File: config.mk
export PLATFORM = sky130hd
export DESIGN_NAME = inst_fetch
export DESIGN_NICKNAME = d
export VERILOG_FILES = /design/src/rtl/fetch_pkg.sv /design/src/rtl/retire_counter.sv /design/src/rtl/inst_fetch.sv
export SDC_FILE = /design/constraint.sdc
export NUM_CORES = 1
export LEC_CHECK = 0
export CORE_MARGIN = 10
export CORE_UTILIZATION = 41
export DETAILED_ROUTE_END_ITERATION = 6
export PLACE_DENSITY_LB_ADDON = 0.08
export SYNTH_ARGS = -nofsm -noshare
export SYNTH_HDL_FRONTEND = slang
export SYNTH_SLANG_ARGS = --single-unit
File: constraint.sdc
create_clock -name clk -period 3.96 [get_ports clk]
set_input_delay 0.99 -clock clk [delete_from_list [all_inputs] [get_ports clk]]
set_output_delay 0.99 -clock clk [all_outputs]
set_load 0.05 [all_outputs]
File: src/rtl/fetch_pkg.sv
// fetch_pkg: shared types and constants for the instruction-fetch stage (S_HALT exists only with FETCH_HALT_DETECT_EN)
package fetch_pkg;
    localparam int XLEN = 32;
    localparam logic [XLEN-1:0] FETCH_RESET_PC = 32'h0000_0000;
    typedef enum logic [2:0] {
        S_REQ,
        S_WAIT,
        S_HOLD,
        S_FAULT
`ifdef FETCH_HALT_DETECT_EN
        , S_HALT
`endif
    } fetch_state_t;
endpackage

File: src/rtl/retire_counter.sv
// retire_counter: enable-driven wrapping counter of retired instructions
module retire_counter
    import fetch_pkg::*;
(
    input  logic            clk,
    input  logic            rst,
    input  logic            en,
    output logic [XLEN-1:0] cnt
);
    // count one per enabled cycle, wrapping naturally at the top
    always_ff @(posedge clk or posedge rst)
        if (rst) cnt <= '0;
        else if (en) cnt <= cnt + 1'b1;
endmodule

File: src/rtl/inst_fetch.sv
// inst_fetch: PC register, imem request/response FSM and retire tracking (optional self-loop halt via FETCH_HALT_DETECT_EN)
module inst_fetch
    import fetch_pkg::*;
#(
    parameter logic [XLEN-1:0] RESET_PC = FETCH_RESET_PC
) (
    input  logic            clk,
    input  logic            rst,
    input  logic [XLEN-1:0] next_pc,
    output logic            imem_req_valid,
    input  logic            imem_req_ready,
    output logic [XLEN-1:0] imem_req_addr,
    input  logic            imem_rsp_valid,
    input  logic [XLEN-1:0] imem_rsp_data,
    output logic            inst_valid,
    output logic [XLEN-1:0] inst,
    output logic [XLEN-1:0] pc,
    input  logic            inst_ready,
    output logic            misaligned,
    output logic [XLEN-1:0] retire_cnt
`ifdef FETCH_HALT_DETECT_EN
    ,
    output logic            halted
`endif
);
    fetch_state_t state;
    logic         retire;

    // status outputs are pure state decodes so no input reaches them combinationally
    always_comb begin
        imem_req_valid = state == S_REQ;
        inst_valid     = state == S_HOLD;
        misaligned     = state == S_FAULT;
        imem_req_addr  = pc;
        retire         = state == S_HOLD && inst_ready;
`ifdef FETCH_HALT_DETECT_EN
        halted         = state == S_HALT;
`endif
    end

    // fetch FSM with PC and captured-instruction registers; fault and halt are terminal
    always_ff @(posedge clk or posedge rst)
        if (rst) begin
            state <= S_REQ;
            pc    <= RESET_PC;
            inst  <= '0;
        end else begin
            case (state)
                S_REQ:  if (imem_req_ready) state <= S_WAIT;
                S_WAIT: if (imem_rsp_valid) begin
                    inst  <= imem_rsp_data;
                    state <= S_HOLD;
                end
                S_HOLD: if (inst_ready) begin
                    pc <= next_pc;
`ifdef FETCH_HALT_DETECT_EN
                    state <= (next_pc[1:0] != 2'b00) ? S_FAULT : (next_pc == pc) ? S_HALT : S_REQ;
`else
                    state <= (next_pc[1:0] != 2'b00) ? S_FAULT : S_REQ;
`endif
                end
                default: state <= state;
            endcase
        end

    retire_counter u_cnt (
        .clk (clk),
        .rst (rst),
        .en  (retire),
        .cnt (retire_cnt)
    );
endmodule

Yosys cells after proc, flatten, opt, wreduce, memory -nomap -nowiden
Cells that the tools add are included.
W data, S select, Z words.
{"block": "word_totals", "reg_bits": 99, "in_bits": 69, "out_inout_bits": 131, "wordCells": 23}
{"block": "classes", "add_sub_neg": 1, "n_eq_ne": 6, "mux": 5, "reduce_logical": 7}
{"operator": "$add A32 B1 Y32 const B", "count": 1}
{"operator": "$mux W3", "count": 3}
{"operator": "$pmux W3 S3", "count": 1}
{"operator": "$eq A3 B2 Y1 const B", "count": 2}
{"operator": "$ne A2 B1 Y1 const B", "count": 2}
{"operator": "$reduce_and A2 Y1", "count": 2}
{"operator": "$reduce_and A4 Y1", "count": 1}
{"operator": "$eq A3 B1 Y1 const B", "count": 1}
{"operator": "$logic_not A3 Y1", "count": 1}
{"operator": "$reduce_bool A3 Y1", "count": 1}
{"operator": "$mux W2", "count": 1}
{"operator": "$ne A2 B2 Y1 const B", "count": 1}
{"operator": "$reduce_bool A2 Y1", "count": 1}
{"operator": "$logic_and A1 B1 Y1", "count": 1}

Logic depth before layout (Yosys ltp)
{"block": "logic_depth", "word_depth": 4, "mapped_depth": 7, "mapped_depth_nobuf": 7}

Hierarchy
Synthesis repeated with hierarchy kept, for this count alone.
{"block": "unflattened", "hier_cells": 315, "area_unflattened_um2": 4339.2}
{"module": "inst_fetch", "n_inst": 1, "cells_each": 189, "area_per_inst_um2": 2829.0, "seq_area_each_um2": 1651.6}
{"module": "retire_counter", "n_inst": 1, "cells_each": 126, "area_per_inst_um2": 1510.2, "seq_area_each_um2": 800.8}

Worst setup path before layout
No wires, ideal clock.
{"block": "synth_timing", "path_kind": "register -> register", "start": "register state[0]", "end": "register u_cnt.cnt[25]", "setup_ns": 0.143, "arrival_ns": 2.191, "t_required_ns": 3.817, "setup_slack_ns": 1.626, "path_stages_with_launch": 8, "n_path_buf": 0, "period_less_slack_ns": 2.334, "path_cell_list": "dfrtp_1 > inv_1 > ha_1 > and4_1 > nand3b_2 > nor4_4 > nand3_1 > xnor2_1"}
{"block": "synth_via", "elab_chain_cells": 2}
{"element": "start: declaration", "line": "inst_fetch.sv:26", "rtl": "fetch_state_t state;"}
{"element": "start signal: assignment", "line": "inst_fetch.sv:59", "rtl": "state <= (next_pc[1:0] != 2'b00) ? S_FAULT : S_REQ;"}
{"element": "start signal: assignment", "line": "inst_fetch.sv:62", "rtl": "default: state <= state;"}
{"element": "$eq A3 B2 Y1"}
{"element": "named net inst_valid", "line": "inst_fetch.sv:15", "rtl": "output logic inst_valid,"}
{"element": "$logic_and A1 B1 Y1", "line": "inst_fetch.sv:35", "rtl": "retire = state == S_HOLD && inst_ready;"}
{"element": "end signal: assignment", "line": "retire_counter.sv:13", "rtl": "else if (en) cnt <= cnt + 1'b1;"}
{"element": "end: declaration", "line": "retire_counter.sv:8", "rtl": "output logic [XLEN-1:0] cnt"}
The timed path passes the listed nets, and every way through them passes these cells.
A chain may end at the register's enable or synchronous reset.

Final worst setup path
{"block": "layout_timing", "start": "register state[0]", "end": "output inst_valid"}
{"block": "layout_via", "elab_chain_cells": 1}
{"element": "$eq A3 B2 Y1", "line": "inst_fetch.sv:32", "rtl": "inst_valid = state == S_HOLD;"}
{"element": "end: declaration", "line": "inst_fetch.sv:15"}
Every way passes these cells.

==> results.py <==
metrics = {
    "timing": {
        "finClkSkew_ns": 0.0174,
        "fin_crit_sh_pct": 77.7,
        "relSlewSlack_pct": 42.0,
        "clock.fmax_mhz": 325,
        "min_period_ns": 3.07,
        "finalWorstSetupSlack_ns": 0.885,
        "worst_pin_slew_ns": 0.870,
        "finalHoldViolations": 0,
        "finalSetupViolations": 0,
        "fin_setup_tns_ns": 0,
        "slew_violations": 0,
        "rsz0062_at_grt": "false",
    },
    "worst_hold_path": {
        "hold_path.class": "reg -> reg",
        "worstHoldPathCells": 1,
        "min_to": "u_cnt.cnt[31]",
        "worstHoldStart": "u_cnt.cnt[31]",
    },
    "global_route": {
        "grt_pass1_wl_um": 17600,
        "grt_max_degree": 71,
        "grt_use_total_pct": 14.8,
        "antenna_found_initial": 0,
        "grt_pass1_vias": 3371,
        "grt_overflow": 0,
    },
    "final_layout": {
        "fillers": 809,
        "multi_input_area_um2": 1490,
        "final_nets": 564,
        "layout-drive-gt1-share_pct": 19.6,
        "diodes": 0,
        "synthToLayoutAreaGrowth_pct": 50.4,
        "final_core_util_pct": 64.1,
        "ff_latch_area_um2": 2450,
    },
    "job": {
        "max_cap_viol_count": 0,
    },
    "synth": {
        "ys_top_cells_by_count": "dfrtp_1 (98), mux2_2 (65), buf_4 (32)",
        "yosysTopAreaCellShare_pct": 58.1,
        "synth_async_sr_flop_share_pct": 100,
        "ys_warn_count": 0,
        "ys_ff_latch": 98,
        "synth.avg_cell_area_um2": 13.4,
        "netlist_area_um2": 4220,
        "synth_edf_count": 0,
        "synth_seq_area_share_pct": 58.1,
        "synth-main-ff-cell": "dfrtp_1",
        "syn_inst": 314,
        "yosys.area.top_type": "dfrtp_1",
        "synth_most_common_cell": "dfrtp_1",
        "syn_nets": 388,
        "yosys-top-cells-area": "dfrtp_1 (58%), mux2_2 (17%), buf_4 (5.7%)",
        "synth_cell_types": 32,
    },
    "critical_path": {
        "reg2reg_depth": 7,
        "critPathLaunch": "state[0]",
        "arrival_ns": 2.08,
        "worstPathMaxFanout": 8,
        "critPathRequiredTime_ns": 2.97,
        "r2r_start": "state[0]",
        "path_class": "reg -> out",
        "rr_endpoint": "u_cnt.cnt[30]",
        "start_kind": "register",
        "crit_path_end_kind": "output port",
        "r2r_slack_ns": 1.78,
    },
    "drt": {
        "vias": 2973,
        "wl_per_cell_um": 17.5,
        "ant_nets": 0,
        "dr.pass1.iters": 4,
        "drc": 0,
        "wirelength_um": 11000,
        "vias_per_cell": 4.73,
        "drt_iter0_markers": 139,
    },
    "clock_tree": {
        "cts_tree": "built",
        "cts.clk_slew.worst_paths_ns": 0.09,
        "clkLatencyLatePin_ns": 0.36,
        "clock_path_buffers": 2,
        "postCtsSetupBuffers": 0,
        "holdBufCountCts": 0,
        "cts_root_buf": "clkbuf_8",
        "htreeDepth": 3,
        "ctsResizeCount": 0,
        "cts_sinks": 98,
        "cts_buffers": 9,
    },
    "die": {
        "initial_core_util_pct": 42.6,
        "dieArea_um2": 14800,
        "num_io_pins": 200,
        "chipHeight_um": 121,
        "rows": 36,
        "die_w_um": 121,
        "core_um2": 9910,
    },
    "placed_design": {
        "port_buffers": 199,
        "place_ws_ns": 1.04,
        "dp_hpwl_um": 8620,
        "gp_congestion": 0.800,
    },
    "status": {
        "status": "completed",
    },
    "pwr": {
        "powerDensity_nw_per_um2": 928,
        "p_leak_nw": 2.73,
        "worst_ir_drop_vdd_v": 0.000720,
    },
}
power by group:
| part | total (mW) | internal, mW | switching (mW) |
|---|---|---|---|
| combinational | 3.64 | 1.26 | 2.38 |
| clock | 0.664 | 0.300 | 0.364 |
| sequential | 1.59 | 1.36 | 0.232 |
worst max path at each step:
| stage | to | slack (ns) | cells after the start |
|---|---|---|---|
| floorplan | imem_req_addr[0] | 0.41 | 1 |
| global placement | u_cnt.cnt[30] | 1.09 | 6 |
| detailed placement | u_cnt.cnt[28] | 1.04 | 6 |
| CTS | inst_valid | 0.84 | 3 |
| global route | inst_valid | 0.74 | 3 |
| finish | inst_valid | 0.89 | 3 |
worst max-delay path: stages, from the launching register on:
cell and delay [ns]:
dfrtp_1 0.42, inv_1 0.11, ha_1 0.33, clkdlybuf4s50_1 0.88
state kept, by name, indices dropped and copies added (netlist names):
name / flops
inst: 32
imem_req_addr: 32
state: 2
u_cnt.cnt: 32
cell usage in the layout, fill, tap and decap left out, types with 2 or more instances in the layout:
cell type        count
clkdlybuf4s50_1    199
clkbuf_8             9
nor2_1               6
xor2_1              14
xnor2_1             17
inv_1                4
mux2_2              65
nand3_1             11
and4_1               3
buf_4                4
nand4_1              6
nor2_2               2
inv_6                4
o21ai_0              4
and3_1               4
dfrtp_1             98
ha_1                 5
nor3_1               4
clkinv_2             2
nand2_1             17
cells by family (layout without fill, tap and decap cells):
kind of cell | count (synthesis) | count (layout) | synth area share, %
flops | 98 | 98 | 58.1
simple gates | 67 | 67 | 9.37
mux | 65 | 65 | 17.3
buf+inv | 43 | 224 | 6.67
xor+xnor | 31 | 31 | 6.43
fa+ha+maj | 5 | 5 | 1.48
compound gates | 5 | 5 | 0.623
area by class of cell:
class,count,area share (%)
Clock inverter,7,1.18
Timing Repair Buffer,203,31.8
Multi-Input combinational cell,173,23.5
Tap cell,133,2.62
Sequential cell,98,38.6
Clock buffer,9,1.95
Inverter,5,0.335
through the flow:
| step | hold WS [ns] | area, µm² | instances | total power, mW |
|---|---|---|---|---|
| 2_1_floorplan | 0.580 | 4220 | 314 | 4.21 |
| 3_3_place_gp | 0.456 | 6150 | 612 | 5.25 |
| 3_5_place_dp | 0.463 | 6150 | 612 | 5.29 |
| 4_1_cts | 0.476 | 6350 | 628 | 5.97 |
| 5_1_grt | 0.479 | 6350 | 628 | 6.16 |
| 6_report | 0.468 | 6350 | 628 | 5.89 |
per-layer routing:
layer	global-route usage (%)	up-vias	wire length, µm
li1	-	1389	-
met5	0	-	0
met4	3.58	0	104
met2	24.8	104	5540
met1	16.4	1470	4120
met3	7.58	10	1200
Note: power is estimated with default switching activity, not from simulation.
==> patch 1: new RTL, same flow settings <==
Add a define of `FETCH_HALT_DETECT_EN`.
--- a/src/rtl/fetch_pkg.sv
+++ b/src/rtl/fetch_pkg.sv
@@ -1,4 +1,6 @@
 // fetch_pkg: shared types and constants for the instruction-fetch stage (S_HALT exists only with FETCH_HALT_DETECT_EN)
+`define FETCH_HALT_DETECT_EN
+
 package fetch_pkg;
     localparam int XLEN = 32;
     localparam logic [XLEN-1:0] FETCH_RESET_PC = 32'h0000_0000;
Function (old outputs only; new: halted): changed (a bounded check fails within 4 cycles, from zero or initial values and one cycle with rst high).
==> patch 1 against the original RTL <==
Routed wire length up 9.0%. Core utilization is 2.6 points lower. Worst setup slack worse by 88 ps. Cell area up 5.4%. Sequential cell count increased by 1. Power rose by 5.6%. Area after synthesis grew 8.3%. Count of clock-buffer cells in the layout rose by 1. Via count up 8.2%. Clock skew down 10 ps. Sequential power increased by 8%. Critical endpoint unchanged. Largest cell class unchanged. Largest power group unchanged.
==> patch 1: results (changes against the original RTL) <==
run_status:
  status: "completed"  # unchanged
synthesis:
  synth_edf_count: 0  # unchanged
  synth-async-reset-ratio_pct: 100  # unchanged
  synth.area.mux_share_pct: 16.0  # was 17.3%
  yosysUniqueCellTypes: 32  # unchanged
  ys_seq_area_share_pct: 54.2  # was 58.1%
  synth_fa_ha_area_share_pct: 0.274  # was 1.48%
  synth_compound_area_share_pct: 0.848  # was 0.622%
  synthTopCellsByCount: "99 x dfrtp_1, 65 x mux2_2, 50 x xnor2_1, 33 x buf_4, 17 x nand4_1"  # was 98 x dfrtp_1, 65 x mux2_2, 32 x buf_4, 18 x nand2_1, 17 x xnor2_1
  synth-xor-area-share_pct: 11.7  # was 6.43%
  synthTopCellsByArea: "dfrtp_1 54%, mux2_2 16%, xnor2_1 9.6%, buf_4 5.4%, nand4_1 2.3%"  # was dfrtp_1 58%, mux2_2 17%, buf_4 5.7%, xnor2_1 3.5%, xor2_1 2.9%
  syn-num-nets: 425  # was 388
  ys_warn_count: 0  # unchanged
cells_and_area:
  diodes: 0  # unchanged
  final_nets: 596  # was 564
  drive_gt1_share_pct: 16.9  # was 19.6%
detailed_routing:
  drtIter0Drc: 181  # was 139
  routed_via_density: 4.81  # was 4.73
  first_pass_iters: 4  # unchanged
  wl_um: 11900  # was 11000 um
pwr:
  p_leak_nw: 2.73  # about the same
  internal_power_mw: 3.12  # was 2.92 mW
  combPwrFrac_pct: 61.5  # was 61.7%
  vdd_drop_max_mv: 0.626  # was 0.720 mV
  p_seq_share_pct: 27.4  # was 27.0%
placed_design:
  placement.io_buffers: 200  # was 199
  place_area_sq_um: 6490  # was 6150 sq um
  dp_hpwl_um: 9320  # was 8620 um
  gp_congestion: 0.793  # was 0.800
cts:
  cts.repair_timing.setup_buffer_count: 0  # unchanged
  clkTransAtPathRegs_ps: 90  # about the same
  cts-buffers-inserted: 9  # unchanged
  cts_buffer_depth: 2  # unchanged
  cts_root_buffer: "clkbuf_8"  # unchanged
  post_cts_resized: 0  # unchanged
  clk_latency_ps: 350
  htreeDepth: 3  # unchanged
critical_path:
  startpoint: "state[1]"  # was state[0]
  slowest_delay_ps: 900  # was 880 ps
  r2r_start: "state[2]"  # was state[0]
  critPathTopFamily: "buffers and inverters"  # unchanged
  critPathMaxFanout: 8  # unchanged
  cp_num_buf_inv: 2  # unchanged
  critPathSlowestCell: "clkdlybuf4s50_1"  # unchanged
  arrival_ps: 2170  # was 2080 ps
min_path:
  hp-start: "u_cnt.cnt[31]"  # unchanged
  min_path_type: "register to register"  # unchanged
sta:
  finalClockSkew_ps: 7.42  # was 17.4 ps
  relSlewSlack_pct: 62.4  # was 42.0%
global_route:
  grt_max_degree: 59  # was 71
  grt.total_usage_pct: 15.0  # was 14.8%
  grt_pass1_vias: 3520  # was 3371
  antenna_found_initial: 0  # unchanged
  grt_pass1_wl_um: 19100  # was 17600 um
patch 1: area by class of cell:
cell class	instances	area, sq um
fillers	878	4190
repair buffers	203	2040
flip-flops and latches	99	2480
well taps	140	175
inverters	2	10.0
clock buffers	10	138
multi-input cells	211	1790
clock inverters	3	65.1
patch 1: kinds of logic after synthesis:
family / count (synthesis)
AOI/OAI and AO/OA: 6
xor gates and xnor gates: 61
adders and majority gates: 1
buffers and inverters: 45
DFF: 99
muxes: 65
and+or+nand+nor: 78
patch 1: metal layers:
| layer | vias up | part of all wire (%) | track usage, % |
|---|---|---|---|
| met5 | - | 0 | 0 |
| met4 | 0 | 0.90 | 3.86 |
| met3 | 7 | 10 | 7.65 |
| met2 | 104 | 51 | 25.8 |
| met1 | 1569 | 38 | 15.8 |
| li1 | 1536 | - | - |
patch 1: per-stage QoR:
stage / setup WS, ps / util [%] / instances / power (mW)
global placement: 1150 / 59.6 / 655 / 5.56
detailed placement: 1120 / 59.6 / 655 / 5.60
CTS: 715 / 61.5 / 668 / 6.32
global route: 662 / 61.5 / 668 / 6.51
finish: 797 / 61.5 / 668 / 6.22
floorplan: 380 / - / 355 / 4.47
patch 1: final timing paths:
check / endpoint / slack, ps / cells past startpoint
setup / recovery: inst_valid / 800 / 3
hold / removal: u_cnt.cnt[31] / 470 / 1
setup reg to reg: u_cnt.cnt[30] / 2060 / 5
hold reg to reg: u_cnt.cnt[31] / 470 / 1
max in group asynchronous: imem_req_addr[19] / 2220 / 3
min in group asynchronous: inst[30] / 1050 / 2
==> patch 2: new RTL, config.mk and constraints unchanged <==
Made on the original files. Encoding of `fetch_state_t`: now one-hot (4 bits for 4 states).
--- a/src/rtl/fetch_pkg.sv
+++ b/src/rtl/fetch_pkg.sv
@@ -2,11 +2,11 @@
 package fetch_pkg;
     localparam int XLEN = 32;
     localparam logic [XLEN-1:0] FETCH_RESET_PC = 32'h0000_0000;
-    typedef enum logic [2:0] {
-        S_REQ,
-        S_WAIT,
-        S_HOLD,
-        S_FAULT
+    typedef enum logic [3:0] {
+        S_REQ   = 4'b0001,
+        S_WAIT  = 4'b0010,
+        S_HOLD  = 4'b0100,
+        S_FAULT = 4'b1000
 `ifdef FETCH_HALT_DETECT_EN
         , S_HALT
 `endif
Check against the original RTL: same outputs for any inputs over 10 cycles, from zero or initial values and one cycle with rst high; not proved beyond that.
==> patch 2 against the original RTL <==
Cell area increased by 1.3%. Sequential cell count increased by 2. Routed wire length up 7.5%. Area after synthesis grew 3.6%. Non-clock buffer count decreased by 2. Clock skew shrank 3.1 ps. Worst setup slack worse by 370 ps. Register-to-register slack got worse by 170 ps. Critical endpoint unchanged.
Power is left out: it rests on default switching activity, and per cell area and clock period it moved more than threefold.
==> patch 2: results (changes against the original RTL) <==
run_status:
  status: "completed"  # unchanged
cells_and_area:
  fin_cells: 640  # was 628
  layout.area.seq_sq_um: 2500  # was 2450 sq um
  drive_gt1_share_pct: 18.1  # was 19.6%
placed_design:
  place_area_sq_um: 6270  # was 6150 sq um
  gp_congestion: 0.798  # was 0.800
  dp_hpwl_um: 9260  # was 8620 um
  pre_cts_ws_ps: 896  # was 1040 ps
synthesis:
  yosysUniqueCellTypes: 35  # was 32
  synth-xor-area-share_pct: 6.21  # was 6.43%
  synthTopCellsByArea: "dfrtp_1 57%, mux2_2 17%, buf_4 5.5%, xor2_1 3.6%, xnor2_1 2.6%"  # was dfrtp_1 58%, mux2_2 17%, buf_4 5.7%, xnor2_1 3.5%, xor2_1 2.9%
  synthTopCellsByCount: "99 x dfrtp_1, 66 x mux2_2, 32 x buf_4, 18 x xor2_1, 14 x nand2_1"  # was 98 x dfrtp_1, 65 x mux2_2, 32 x buf_4, 18 x nand2_1, 17 x xnor2_1
  ys_seq_area_share_pct: 57.2  # was 58.1%
  synth_fa_ha_area_share_pct: 0.286  # was 1.48%
  synthCells: 329  # was 314
detailed_routing:
  drtIter0Drc: 193  # was 139
  wl_um: 11800  # was 11000 um
  vias: 3144  # was 2973
global_route:
  grt_pass1_wl_um: 18200  # was 17600 um
  use_met2_pct: 26.7  # was 24.8%
  grt.total_usage_pct: 15.1  # was 14.8%
  grtUsageMet1_pct: 15.4  # was 16.4%
  grt_pass1_vias: 3455  # was 3371
sta:
  finalClockSkew_ps: 14.3  # was 17.4 ps
critical_path:
  slowest_delay_ps: 860  # was 880 ps
  startpoint: "state[1]"  # was state[0]
  critPathMaxFanout: 9  # was 8
patch 2: final timing paths:
check                                         end  slack [ps]  cells past startpoint
worst max-delay path                   inst_valid         510                      3
min in group asynchronous                inst[30]        1110                      2
worst max register to register  imem_req_addr[28]        1610                      4
max in group asynchronous                state[0]        2080                      3
worst min register to register      u_cnt.cnt[31]         470                      1
worst min-delay path                u_cnt.cnt[31]         470                      1
patch 2: area by class of cell:
class,instances,share of cell area (%)
Clock buffer,11,2.04
Timing Repair Buffer,201,31.4
Tap cell,136,2.65
Clock inverter,4,0.428
Multi-Input combinational cell,182,24.2
Sequential cell,100,38.9
Inverter,6,0.389
patch 2: worst max-delay path, delay by kind of cell (launching register included):
| family | cells | cell delay, ps |
|---|---|---|
| buf+inv | 2 | 1040 |
| flops | 1 | 480 |
| simple gates | 1 | 590 |
patch 2: routing by layer:
metal  share of wire, %  up-vias
met5                  0        -
met4               0.95        0
met3                 11        8
met2                 53      103
met1                 35     1581
li1                   -     1452
